===== config.mk =====
export PLATFORM = sky130hd
export DESIGN_NAME = pipelined_mac_unit
export DESIGN_NICKNAME = d
export VERILOG_FILES = /design/src/rtl/pipelined_mac_unit.sv
export SDC_FILE = /design/constraint.sdc
export NUM_CORES = 1
export LEC_CHECK = 0
export CORE_MARGIN = 1.5
export CORE_UTILIZATION = 58
export CTS_CLUSTER_DIAMETER = 80
export DETAILED_ROUTE_END_ITERATION = 7
export PLACE_DENSITY = 0.9
export SLEW_MARGIN = 20
export SYNTH_ARGS = -nofsm -noshare
export SYNTH_HDL_FRONTEND = slang
export SYNTH_SLANG_ARGS = --single-unit

===== constraint.sdc =====
create_clock -name clk -period 7.3 [get_ports clk]
set_input_delay 2.19 -clock clk [delete_from_list [all_inputs] [get_ports clk]]
set_output_delay 2.19 -clock clk [all_outputs]
set_load 0.005 [all_outputs]

===== src/rtl/pipelined_mac_unit.sv =====
// Pipelined multiply-accumulate unit.
// Stage 1 registers the operands, stage 2 registers the Wallace-tree product,
// stage 3 folds the product into a wide accumulator with an optional clamp and
// a sticky overflow flag. A beat is accepted on every rising edge with
// in_valid high. The edge that samples the beat counts as the first of three,
// and the result shows on out_valid/acc_out after the third.
module pipelined_mac_unit #(
    parameter int WIDTH     = 16,
    parameter int ACC_WIDTH = 40,
    parameter bit SATURATE  = 1'b0
) (
    input  logic                 clk,
    input  logic                 rst,
    input  logic                 in_valid,
    input  logic [WIDTH-1:0]     a,
    input  logic [WIDTH-1:0]     b,
    input  logic                 clr,
    input  logic                 signed_mode,
    output logic                 out_valid,
    output logic [ACC_WIDTH-1:0] acc_out,
    output logic                 overflow
);

    localparam int PW     = 2 * WIDTH;
    localparam int NPP    = PW;
    localparam int IW     = $clog2(NPP + 1);
    localparam int NSLOT  = 1 << IW;
    localparam int LEVELS = 2 * IW;

    // The accumulator must hold at least one full-width product.
    generate
        if (ACC_WIDTH < PW) begin : g_badAccWidth
            $error("pipelined_mac_unit: ACC_WIDTH must be at least 2*WIDTH");
        end
    endgenerate

    logic [WIDTH-1:0]     r_a;
    logic [WIDTH-1:0]     r_b;
    logic                 r_clr1;
    logic                 r_mode1;
    logic                 r_v1;
    logic [PW-1:0]        r_product;
    logic                 r_clr2;
    logic                 r_mode2;
    logic                 r_v2;
    logic [ACC_WIDTH-1:0] r_acc;
    logic                 r_ovf;
    logic                 r_outValid;

    logic [PW-1:0]        w_aExt;
    logic [PW-1:0]        w_bExt;
    logic [PW-1:0]        w_product;
    logic [ACC_WIDTH-1:0] w_extProd;
    logic [ACC_WIDTH:0]   w_sum;
    logic                 w_ovf;
    logic [ACC_WIDTH-1:0] w_satVal;
    logic [ACC_WIDTH-1:0] w_accNext;

    // Stage 1: capture the operands and per-beat controls of accepted beats.
    always_ff @(posedge clk or posedge rst) begin
        if (rst) begin
            r_v1    <= 1'b0;
            r_a     <= '0;
            r_b     <= '0;
            r_clr1  <= 1'b0;
            r_mode1 <= 1'b0;
        end else begin
            r_v1 <= in_valid;
            if (in_valid) begin
                r_a     <= a;
                r_b     <= b;
                r_clr1  <= clr;
                r_mode1 <= signed_mode;
            end
        end
    end

    // Wallace tree: operands are widened to 2*WIDTH bits (sign- or zero-
    // extended by mode) so every partial product is correct modulo 2^(2*WIDTH);
    // rows are then reduced three-to-two with full adders until two remain.
    always_comb begin : p_wallace
        logic [PW-1:0] w_rows [NSLOT];
        logic [PW-1:0] w_next [NSLOT];
        int            w_count;
        int            w_nextCount;
        int            w_groups;

        w_aExt      = r_mode1 ? PW'($signed(r_a)) : PW'(r_a);
        w_bExt      = r_mode1 ? PW'($signed(r_b)) : PW'(r_b);
        w_count     = NPP;
        w_nextCount = 0;
        w_groups    = 0;
        for (int i = 0; i < NSLOT; i++) begin
            w_rows[i] = '0;
            w_next[i] = '0;
        end
        for (int i = 0; i < NPP; i++) begin
            w_rows[IW'(i)] = w_bExt[i] ? (w_aExt << i) : '0;
        end

        for (int lvl = 0; lvl < LEVELS; lvl++) begin
            for (int i = 0; i < NSLOT; i++) begin
                w_next[i] = '0;
            end
            w_groups = w_count / 3;
            for (int g = 0; g < NPP / 3; g++) begin
                if (g < w_groups) begin
                    w_next[IW'(2*g)]   = w_rows[IW'(3*g)] ^ w_rows[IW'(3*g+1)] ^ w_rows[IW'(3*g+2)];
                    w_next[IW'(2*g+1)] = ((w_rows[IW'(3*g)]   & w_rows[IW'(3*g+1)]) |
                                          (w_rows[IW'(3*g)]   & w_rows[IW'(3*g+2)]) |
                                          (w_rows[IW'(3*g+1)] & w_rows[IW'(3*g+2)])) << 1;
                end
            end
            w_nextCount = 2 * w_groups;
            for (int i = 0; i < NPP; i++) begin
                if (i >= 3 * w_groups && i < w_count) begin
                    w_next[IW'(w_nextCount)] = w_rows[IW'(i)];
                    w_nextCount = w_nextCount + 1;
                end
            end
            w_rows  = w_next;
            w_count = w_nextCount;
        end

        w_product = w_rows[0] + w_rows[1];
    end

    // Stage 2: register the product; clear flag and mode travel alongside.
    always_ff @(posedge clk or posedge rst) begin
        if (rst) begin
            r_v2      <= 1'b0;
            r_product <= '0;
            r_clr2    <= 1'b0;
            r_mode2   <= 1'b0;
        end else begin
            r_v2      <= r_v1;
            r_product <= w_product;
            r_clr2    <= r_clr1;
            r_mode2   <= r_mode1;
        end
    end

    // Accumulate arithmetic: widen the product by the beat's mode, add with a
    // carry bit, and judge overflow in that same mode. When clamping, the
    // direction follows the accumulator sign, which equals the product sign
    // whenever a signed overflow is possible.
    always_comb begin
        w_extProd = r_mode2 ? ACC_WIDTH'($signed(r_product)) : ACC_WIDTH'(r_product);
        w_sum     = {1'b0, r_acc} + {1'b0, w_extProd};
        if (r_mode2) begin
            w_ovf    = (r_acc[ACC_WIDTH-1] == w_extProd[ACC_WIDTH-1]) &&
                       (w_sum[ACC_WIDTH-1] != r_acc[ACC_WIDTH-1]);
            w_satVal = r_acc[ACC_WIDTH-1] ? {1'b1, {(ACC_WIDTH-1){1'b0}}}
                                          : {1'b0, {(ACC_WIDTH-1){1'b1}}};
        end else begin
            w_ovf    = w_sum[ACC_WIDTH];
            w_satVal = '1;
        end
        if (r_clr2) begin
            w_accNext = w_extProd;
        end else if (w_ovf && SATURATE) begin
            w_accNext = w_satVal;
        end else begin
            w_accNext = w_sum[ACC_WIDTH-1:0];
        end
    end

    // Stage 3: update accumulator and sticky overflow on valid beats only;
    // bubbles leave both untouched.
    always_ff @(posedge clk or posedge rst) begin
        if (rst) begin
            r_outValid <= 1'b0;
            r_acc      <= '0;
            r_ovf      <= 1'b0;
        end else begin
            r_outValid <= r_v2;
            if (r_v2) begin
                r_acc <= w_accNext;
                r_ovf <= r_clr2 ? 1'b0 : (r_ovf | w_ovf);
            end
        end
    end

    assign out_valid = r_outValid;
    assign acc_out   = r_acc;
    assign overflow  = r_ovf;

endmodule


==> metrics.yaml <==
clock_network:
  clk_pin_slew_ns: 0.09
  clockRootBuffer: "clkbuf_16"
  htree_levels: 3
  holdBufCountCts: 0
  cts_buffer_depth: 2
  clock-sinks: 112
  clock_latency_ns: 0.38
  cts_tree: "done"
  cts_made_buffers: 9
setup_path:
  crit_type: "flop to flop"
  r2r_cells: 24
  cp_max_fo: 13
  start_kind: "flop"
  required_ns: 7.59
  arrival_ns: 7.39
  critPathCaptureType: "flop"
global_routing:
  grt_pass1_wl_mm: 73.5
  first_global_vias: 14600
  track_usage_pct: 28.7
  antenna_found_initial: 0
  gr-total-overflow: 0
  grt_max_degree: 70
yosys:
  synth_warnings: 0
  synth_ff_type: "dfrtp_1"
  syn_area_sq_um: 18300
  seq_area_frac_synth_pct: 15.4
  yosysUniqueCellTypes: 60
  synth_nets: 2389
  synth_top_area_share_pct: 38.4
  synth_seq_cells: 112
  synth_area_leaders: "fa_1 38%, dfrtp_1 15%, ha_1 11%"
  synth_area_per_cell_sq_um: 9.90
  synth_edf_count: 0
  synth-async-reset-ratio_pct: 100
  synthCells: 1844
  synth_top_cell_by_area: "fa_1"
route:
  vias: 13200
  wire_per_inst_um: 19.4
  route.detailed.drc: 6
  dr.first_iter.drc_count: 992
  ant_nets: 0
  drt-total-wl_mm: 44.9
  first_pass_iters: 8
  vias_per_cell: 5.73
finish:
  fillers: 2289
  n_antenna_cell: 0
  layout_commonest_cell: "fa_1"
  most-common-layout-cells: "348 x fa_1, 347 x inv_1, 174 x nand2_1"
  drive_above_1_share_pct: 6.69
  final_core_util_pct: 64.8
  area_growth_pct: 9.19
  fin_nets: 2452
place:
  dpl.hpwl_mm: 36.5
  place_congestion: 0.967
  port_buffers: 78
run_status:
  violations: "DRC"
  status: "finished, violations left"
floorplan:
  io_pins: 79
  design.die.area_sq_um: 32500
  initial_core_util_pct: 59.4
  coreArea_sq_um: 30700
  die_w_um: 180
  rows: 64
  die_height_um: 180
sta:
  clock_skew_ns: 0.0110
  setup_viol: 0
  relSlewSlack_pct: 35.3
  rsz0062_at_grt: "true"
  final_max_slew_viol_count: 0
  period_minus_slack_ns: 7.10
  fin_crit_sh_pct: 97.2
  tightest_slew_ns: 0.971
  fmax_mhz: 141
  hold_viol: 0
flow_run:
  drv_cap: 0
hold_path:
  hold_path_depth: 0
  hold_path.class: "flop to flop"
[sequential cells by signal, summed over array words and instances (netlist names)]
name       cells
r_v2           1
acc_out       40
r_clr1         1
r_mode2        1
overflow       1
r_a           16
r_clr2         1
r_mode1        1
r_v1           1
r_product     32
out_valid      1
r_b           16
[Yosys cell counts (all sizes together), types with 3 or more instances]
library cell,number
a211oi,5
a21o,30
a21oi,92
a31oi,6
and2,143
and3,17
and4,3
buf,7
clkbuf,58
dfrtp,112
fa,350
ha,158
inv,348
mux2,38
mux2i,10
nand2,174
nand2b,9
nand3,9
nor2,77
nor2b,4
nor3,11
o211ai,4
o21a,12
o21ai,29
o21bai,10
o22a,3
xnor2,64
xor2,22
[cell type report]
type	count	area (sq um)	share of cell area, %
Multi-Input combinational cell	1317	13900	69.8
Clock buffer	10	239	1.20
Tap cell	396	495	2.49
Sequential cell	112	2830	14.2
Clock inverter	6	65.1	0.326
Inverter	350	1320	6.61
Timing Repair Buffer	117	1070	5.36
[worst max-delay path: stages, from the launching register on]
cell and delay, ns:
dfrtp_1 0.39, buf_4 0.20, and2_2 0.25, nand2_1 0.13, inv_1 0.10, fa_1 0.53, inv_1 0.11, fa_1 0.53
fa_1 0.55, fa_1 0.44, fa_1 0.50, inv_1 0.05, fa_1 0.44, ha_1 0.30, ha_1 0.29, ha_1 0.37
and3_1 0.25, and4_1 0.24, a211oi_2 0.27, a21oi_1 0.14, o41ai_2 0.28, buf_4 0.19, o2111ai_1 0.12, a21oi_1 0.20
xnor2_1 0.15
[metrics by stage]
stage / hold slack (ns) / area, sq um / setup TNS, ns / std cells / setup WS [ns]
floorplan: 0.331 / 18300 / 0 / 1844 / 0.456
global placement: 0.332 / 19500 / 0 / 2288 / 0.190
detailed placement: 0.337 / 19500 / 0 / 2288 / 0.00774
CTS: 0.355 / 19900 / 0 / 2304 / 0.0406
global route: 0.376 / 19900 / -0.00858 / 2308 / -0.00807
finish: 0.354 / 19900 / 0 / 2308 / 0.202
[logic make-up (layout without fill, tap and decap cells)]
family	count (synthesis)	after routing	synth area share (%)
AO/OA/AOI/OAI	217	217	7.68
XOR/XNOR	86	86	4.13
adder cells (fa/ha/maj)	508	508	49.2
buffers and inverters	415	483	8.54
flip-flops	112	112	15.4
multiplexers	48	48	2.89
AND/OR/NAND/NOR	458	458	12.2
[worst paths after layout]
| check | startpoint | endpoint | slack, ns |
|---|---|---|---|
| worst max-delay path | r_mode1 | r_product[31] | 0.20 |
| worst min-delay path | r_v1 | r_v2 | 0.35 |
| worst max register to register | r_mode1 | r_product[31] | 0.20 |
| worst min register to register | r_v1 | r_v2 | 0.35 |
| max in group asynchronous | rst | r_b[3] | 3.82 |
| min in group asynchronous | rst | r_a[13] | 2.31 |
[routing by layer]
| layer | vias to the layer above | global-route usage (%) | routed length (um) | share of wire (%) |
|---|---|---|---|---|
| met5 | - | 0 | 0 | 0 |
| met4 | 0 | 9.82 | 1420 | 3.2 |
| met1 | 6649 | 35.7 | 17300 | 38 |
| met2 | 627 | 49.3 | 22100 | 49 |
| met3 | 122 | 7.09 | 4120 | 9.2 |
| li1 | 5824 | - | - | - |
[what timing repair did]
action | CTS | global route
setup buffers | 0 | 4
endpoints found under the hold margin | 0 | 0
setup endpoints to repair | 1 | 4
pin swaps | 0 | 1
resized for setup | 3 | 22
Power is not shown: default switching activity piles up to over one toggle a cycle in this logic, so the estimate is an artifact.
